**src/rtl/midori128_round_ctrl.sv**
```systemverilog
// Round sequencer for an iterative Midori128 core: whitening load, NR full rounds, one final round,
// then a valid/ready result handshake. All outputs decode from registered state only.
module midori128_round_ctrl #(
  parameter int NR = 19
) (
  input  logic       clk,
  input  logic       rst,
  input  logic       start_valid,
  output logic       start_ready,
  input  logic       dec,
  input  logic       abort,
  output logic       load_state,
  output logic       round_en,
  output logic [4:0] round_idx,
  output logic       final_rnd,
  output logic       inv,
  output logic       busy,
  output logic       out_valid,
  input  logic       out_ready
);

  localparam logic [4:0] LAST = 5'(NR - 1);

  typedef enum logic [2:0] {
    S_IDLE  = 3'd0,
    S_LOAD  = 3'd1,
    S_ROUND = 3'd2,
    S_FINAL = 3'd3,
    S_DONE  = 3'd4
  } state_t;

  state_t     state_q, state_d;
  logic [4:0] rcnt_q, rcnt_d;
  logic       inv_q, inv_d;

  always_ff @(posedge clk or posedge rst) begin
    if (rst) begin
      state_q <= S_IDLE;
      rcnt_q  <= 5'd0;
      inv_q   <= 1'b0;
    end else begin
      state_q <= state_d;
      rcnt_q  <= rcnt_d;
      inv_q   <= inv_d;
    end
  end

  // Abort outranks every other transition once an operation is in flight.
  always_comb begin
    state_d = state_q;
    rcnt_d  = rcnt_q;
    inv_d   = inv_q;
    if (state_q == S_IDLE) begin
      if (start_valid) begin
        state_d = S_LOAD;
        rcnt_d  = 5'd0;
        inv_d   = dec;
      end
    end else if (abort) begin
      state_d = S_IDLE;
      rcnt_d  = 5'd0;
      inv_d   = 1'b0;
    end else begin
      case (state_q)
        S_LOAD:  state_d = S_ROUND;
        S_ROUND: begin
          if (rcnt_q == LAST) begin
            rcnt_d  = 5'd0;
            state_d = S_FINAL;
          end else begin
            rcnt_d = rcnt_q + 5'd1;
          end
        end
        S_FINAL: state_d = S_DONE;
        S_DONE: begin
          if (out_ready) begin
            state_d = S_IDLE;
            inv_d   = 1'b0;
          end
        end
        default: begin
          state_d = S_IDLE;
          rcnt_d  = 5'd0;
          inv_d   = 1'b0;
        end
      endcase
    end
  end

  // Decryption walks the round constants backwards.
  always_comb begin
    start_ready = 1'b0;
    load_state  = 1'b0;
    round_en    = 1'b0;
    round_idx   = 5'd0;
    final_rnd   = 1'b0;
    busy        = 1'b1;
    out_valid   = 1'b0;
    case (state_q)
      S_IDLE: begin
        start_ready = 1'b1;
        busy        = 1'b0;
      end
      S_LOAD:  load_state = 1'b1;
      S_ROUND: begin
        round_en  = 1'b1;
        round_idx = inv_q ? (LAST - rcnt_q) : rcnt_q;
      end
      S_FINAL: begin
        round_en  = 1'b1;
        final_rnd = 1'b1;
      end
      S_DONE:  out_valid = 1'b1;
      default: begin
        start_ready = 1'b0;
        busy        = 1'b1;
      end
    endcase
  end

  assign inv = inv_q;

endmodule

```
**config.mk**
```make
export PLATFORM = sky130hd
export DESIGN_NAME = midori128_round_ctrl
export DESIGN_NICKNAME = d
export VERILOG_FILES = /design/src/rtl/midori128_round_ctrl.sv
export SDC_FILE = /design/constraint.sdc
export NUM_CORES = 1
export LEC_CHECK = 0
export CAP_MARGIN = 20
export CORE_UTILIZATION = 44
export CTS_BUF_LIST = sky130_fd_sc_hd__clkbuf_8
export DETAILED_ROUTE_END_ITERATION = 7
export PLACE_DENSITY = 0.8
export SLEW_MARGIN = 30
export SYNTH_ARGS = -nofsm -noshare
export SYNTH_HDL_FRONTEND = slang
export SYNTH_SLANG_ARGS = --single-unit
```
**constraint.sdc**
```tcl
create_clock -name clk -period 1.45 [get_ports clk]
set_clock_uncertainty 0.05 [all_clocks]
set_input_delay 0.29 -clock clk [delete_from_list [all_inputs] [get_ports clk]]
set_output_delay 0.29 -clock clk [all_outputs]
set_load 0.05 [all_outputs]
```
==> results.txt, run 1 <==
The run stopped with a tool error. The stage at which the run stopped is 4_1_cts. The tool reported: "[ERROR DPL-0038] Utilization greater than 100%, impossible to legalize". Synthesis inferred 9 register bits. For this design the top-level I/O count stands at 18.

The HPWL after detailed placement is 1.94 mm. Counting flops with a built-in enable in the synthesized netlist gives 0. The total clock sinks is 9. The mapped netlist covers 651 um^2. The synthesized instance count is 74. The die span in y came out at 40.5 um.

The distinct cell type count after synthesis is 33. CTS built an H-tree with a depth of 1. The fraction of registers with async set or reset after synthesis came out at 1.00. The starting density of the core came out at 0.488. The count of port buffers added during placement is 17. In this run the mean area of a mapped cell was 8.79 um^2. The post-CTS setup buffer count is 10. The hold buffer count at CTS came out at 0. The top-area cell type share of the netlist area came out at 0.346. The number of gates resized after cts is 24. In the synthesized netlist, the cells that appear most often are dfrtp_1 (9), nor2_1 (9), inv_1 (6), nor3b_1 (4). The cell row count is 13. The number of nets produced by synthesis came out at 82. Yosys attributes the largest share of cell area to dfrtp_1 (35%), nor2_1 (5.2%), nor3b_1 (4.6%), xnor2_1 (4.0%), ha_1 (3.8%). The root buffer cell chosen for the clock tree is clkbuf_8. Counting along the longest clock path gives a buffer depth of 2. dfrtp_1 takes more of the synthesized area than any other cell. Clock tree synthesis inserted a total of 3 buffers. The global placer's final weighted congestion came out at 0.826. The total number of yosys warnings is 0. The chip width is 40.5 um. In the synthesized netlist the dominant register cell turns out to be dfrtp_1. The share of the Yosys chip area taken by registers is 0.346.
[metrics by stage]
step / utilization / instances / worst slack [ns] / area, um^2
detailed placement: 0.902 / 124 / -0.358 / 1200
global placement: 0.902 / 124 / -0.241 / 1200
floorplan: - / 74 / -0.313 / 762
[logic make-up after synthesis]
logic type                 count (synthesis)  share of synthesized area
muxes                                      1                     0.0154
buffers and inverters                     10                     0.0711
xor gates and xnor gates                   5                     0.0673
and+or+nand+nor                           33                      0.313
DFF                                        9                      0.346
adders and majority gates                  2                     0.0385
AOI/OAI and AO/OA                         14                      0.148
==> inputs of run 2 (changes only) <==
CORE_AREA = 2 2 63 65   (was not set)
CORE_UTILIZATION = not set   (was 44)
CTS_BUF_LIST = not set   (was sky130_fd_sc_hd__clkbuf_8)
DIE_AREA = 0 0 65 67   (was not set)
PLACE_DENSITY = not set   (was 0.8)
PLACE_DENSITY_LB_ADDON = 0.15   (was not set)
clock period = 1.9 ns   (was 1.45 ns; I/O delays follow)
==> results.txt, run 2 <==
Result of the run: completed (was aborted with a tool error). The peak ir drop on the vdd network came out at 0.000700 V. The chip width is 65 um (was 40.5 um). The number of nets produced by synthesis came to 82 (unchanged). At the pin with the least slew margin, the transition time is between 0.5 and 0.6 ns. The via count of the first global-routing pass came out at 679. After clock tree synthesis, the clock-pin slew on the worst setup and hold paths is around 0.04 ns. The synthesis-stage register bit count is 9 (unchanged).

The share of final-layout standard cells stronger than drive strength 1 came out at 0.481. The fmax came out at 0.529 GHz. The tool flagged a number of max-cap violations equal to 0. In the final layout, flip-flops and latches occupy 226 um^2. For this design the static power due to leakage is 0.500 nW. The largest net degree at the start of global routing came out at 14. TritonCTS built the clock tree.

The final standard cell utilization of the core came out at 0.344. After detailed routing, the average wire length per cell comes to 12.9 um. Setup repair after global routing could not meet its margin everywhere. For this design the total switching power over the nets is 0.531 mW. The number of buffers on the longest clock path is 2 (unchanged).

The cell area after technology mapping is 651 um^2 (unchanged). The hold buffer count at CTS is 0 (unchanged). The number of search-and-repair iterations in the first detailed-routing pass came out at 4. The initial antenna violation count came out at 0. The share of the clock period used by the worst path after layout came out at 0.995.

The arrival time of the worst setup path is 1.46 ns. The adder and majority cell fraction of the synthesized area came to 0.0385 (unchanged). The count of endpoints failing hold in the final timing report came out at 0. The library cells used most frequently in the layout, excluding fill and tap cells, are buf_4 (13), buf_12 (11), dfrtp_1 (8).

The count of port buffers added during placement is 17 (unchanged). The final period demand of the worst path came out at 1.89 ns. Cell types occupying the most area after synthesis: dfrtp_1 (35%), nor2_1 (5.2%), nor3b_1 (4.6%), xnor2_1 (4.0%), ha_1 (3.8%) (unchanged). The clock latency at the later pin of the worst-skew pair came out at about 0.23 ns. The sequential-to-total area share from yosys stat is 0.346 (unchanged). The aggregate global routing overflow came out at 0. The critical path contains buffers and inverters numbering 2 combined.

The aggregate global-route resource usage came out at 0.0969. In this design, the stage delay of the slowest critical-path cell is 0.40 ns. Leaving out fill and tap cells, the most frequent cell in the layout is buf_4. The clock group share of total power is 0.173. The die covers between 4000 and 5000 um^2. The top flip-flop cell by instance count after synthesis was dfrtp_1 (unchanged).

After detailed routing, the number of vias per cell comes to 4.38. Of the total power, registers draw 0.195. The power density of the placed cells came out at ~1000 nW/um^2. The root buffer cell is clkbuf_8 (unchanged). The nature of the critical path startpoint is a flip-flop.

The final setup violation count is 0. The final-stage net count came out at 115. The simple-gate share of the synthesized area is 0.313 (unchanged).

The final layout contains routed wiring with a total length of 1.98 mm. The count of inserted antenna diode cells came out at 0. The total number of yosys warnings was 0 (unchanged). The total power of the final layout is 1.26 mW. The fraction of registers with async set or reset after synthesis came to 1.00 (unchanged). Ranking of synthesized cells by instance count: dfrtp_1 (9), nor2_1 (9), inv_1 (6), nor3b_1 (4) (unchanged). The synthesized instance count came out at 74 (unchanged).

The die span in y is 67 um (was 40.5 um). For this design, the slowest cell found on the critical path is dfrtp_1. The main combinational cell family by area after synthesis was simple AND/OR/NAND/NOR gates (unchanged). The leading area contributor after synthesis is dfrtp_1 (unchanged). The wire length of the first global-routing pass came out at 3.15 mm. The worst hold path belongs to the class in -> async. The remaining routing DRC violations is 0.

Of the total power, the share spent switching nets is 0.421. The fraction of synthesized cell area in xor and xnor cells is 0.0673 (unchanged). The number of flops mapped to enable cells by yosys came out at 0 (unchanged).

The distinct cell type count after synthesis is 33 (unchanged). The number of flip-flops in the largest register came out at 5. The total clock sinks is 9 (unchanged). In this run the tightest slew margin relative to its limit is 0.656. The count of H-tree levels built during CTS was 1 (unchanged). rcnt_q holds more flip-flops than any other register. The worst path required time came out at 1.47 ns. The worst-path maximum fanout came out at 4. The final-report max-slew violation count came out at 0. The top-level port count came out at 18 (unchanged). The final-layout setup total negative slack came out at 0 ns. The portion of netlist area occupied by mux cells came to 0.0154 (unchanged).

The worst setup path is of the reg -> out kind. The share of power burned in combinational logic came out at 0.632. After the first detailed-routing iteration, the DRC count stood at 2.

The mean post-synth cell area is 8.79 um^2 (unchanged). The standard cell core area is 3610 um^2. The top-area cell type share of the netlist area came to 0.346 (unchanged). The starting density of the core came out at 0.180 (was 0.488). STA classifies the critical path endpoint as an output port.

The area overhead of the layout relative to synthesis is 90.8%. The detailed-route via count came out at 675. The number of buffers inserted during clock tree synthesis came out at 3 (unchanged). The global placer's final weighted congestion is 0.726 (was 0.826). The signal on the critical path passes through buf_6, a21oi_2, or3_4, a21oi_4, buf_12. The complex-gate fraction of the synthesized area is 0.148 (unchanged). The cell-internal power is 0.732 mW.

The number of filler cells placed in the layout came out at 376. The cell row count is 22 (was 13). In the final layout, the multi-input gates occupy 485 um^2. Once detail routing completed, the nets flagged for antenna violations numbered 0. The cell family contributing the most delay on the critical path is flip-flops. The HPWL after detailed placement is 1.46 mm (was 1.94 mm).
-- run 2: cell counts after synthesis --
Identical to the previous run, type by type.
-- run 2: cell type report --
class | instances | share of cell area
Sequential cell | 9 | 0.182
Clock buffer | 4 | 0.0363
Inverter | 6 | 0.0181
Multi-Input combinational cell | 55 | 0.391
Timing Repair Buffer | 32 | 0.324
Tap cell | 48 | 0.0484
-- run 2: worst reg2reg max path, cell delays in order (launching register included) --
cell	delay (ns)
dfrtp_1	0.37
buf_4	0.18
nor4b_1	0.18
or3_1	0.43
a22o_1	0.25
-- run 2: final timing paths --
kind                             from      endpoint  slack [ns]  depth (start not counted)
max                         rcnt_q[0]  round_idx[3]       0.009                          5
max in group asynchronous         rst           inv        1.13                          2
min in group clk           state_q[0]    state_q[0]        0.51                          2
min                               rst     rcnt_q[0]        0.39                          2
max reg2reg                state_q[2]     rcnt_q[3]        0.34                          4
min reg2reg                state_q[0]    state_q[0]        0.51                          2
-- run 2: repair_timing --
action	CTS	global route
setup buffers	0	6
pin swaps	3	4
resized for setup	6	10
setup endpoints to repair	4	5
-- run 2: kinds of logic after synthesis --
group	count (synthesis)
AO/OA/AOI/OAI	14
XOR/XNOR	5
adder cells (fa/ha/maj)	2
buffers and inverters	10
flip-flops	9
multiplexers	1
AND/OR/NAND/NOR	33
-- run 2: power groups by stage --
stage / combinational (mW) / clock, mW / sequential, mW
floorplan: 0.375 / 0 / 0.281
global placement: 0.704 / 0 / 0.249
detailed placement: 0.709 / 0 / 0.249
CTS: 0.723 / 0.225 / 0.247
global route: 0.842 / 0.245 / 0.251
finish: 0.798 / 0.219 / 0.246
-- run 2: metrics by stage --
step	std cells	hold WS [ns]	setup slack, ns	area, um^2
2_1_floorplan	74	0.158	-0.254	693
3_5_place_dp	144	0.496	0.0423	1070
3_3_place_gp	144	0.498	0.0782	1070
5_1_grt	154	0.436	-0.0623	1240
6_report	154	0.385	0.00908	1240
4_1_cts	148	0.402	-0.0181	1150
-- run 2: routing by layer --
layer,global-route usage,part of all wire
met3,0.0236,0.044
met1,0.115,0.44
met4,0.0559,0.011
met2,0.159,0.50
met5,0,0
No activity file was read; power rests on OpenSTA's default activity.
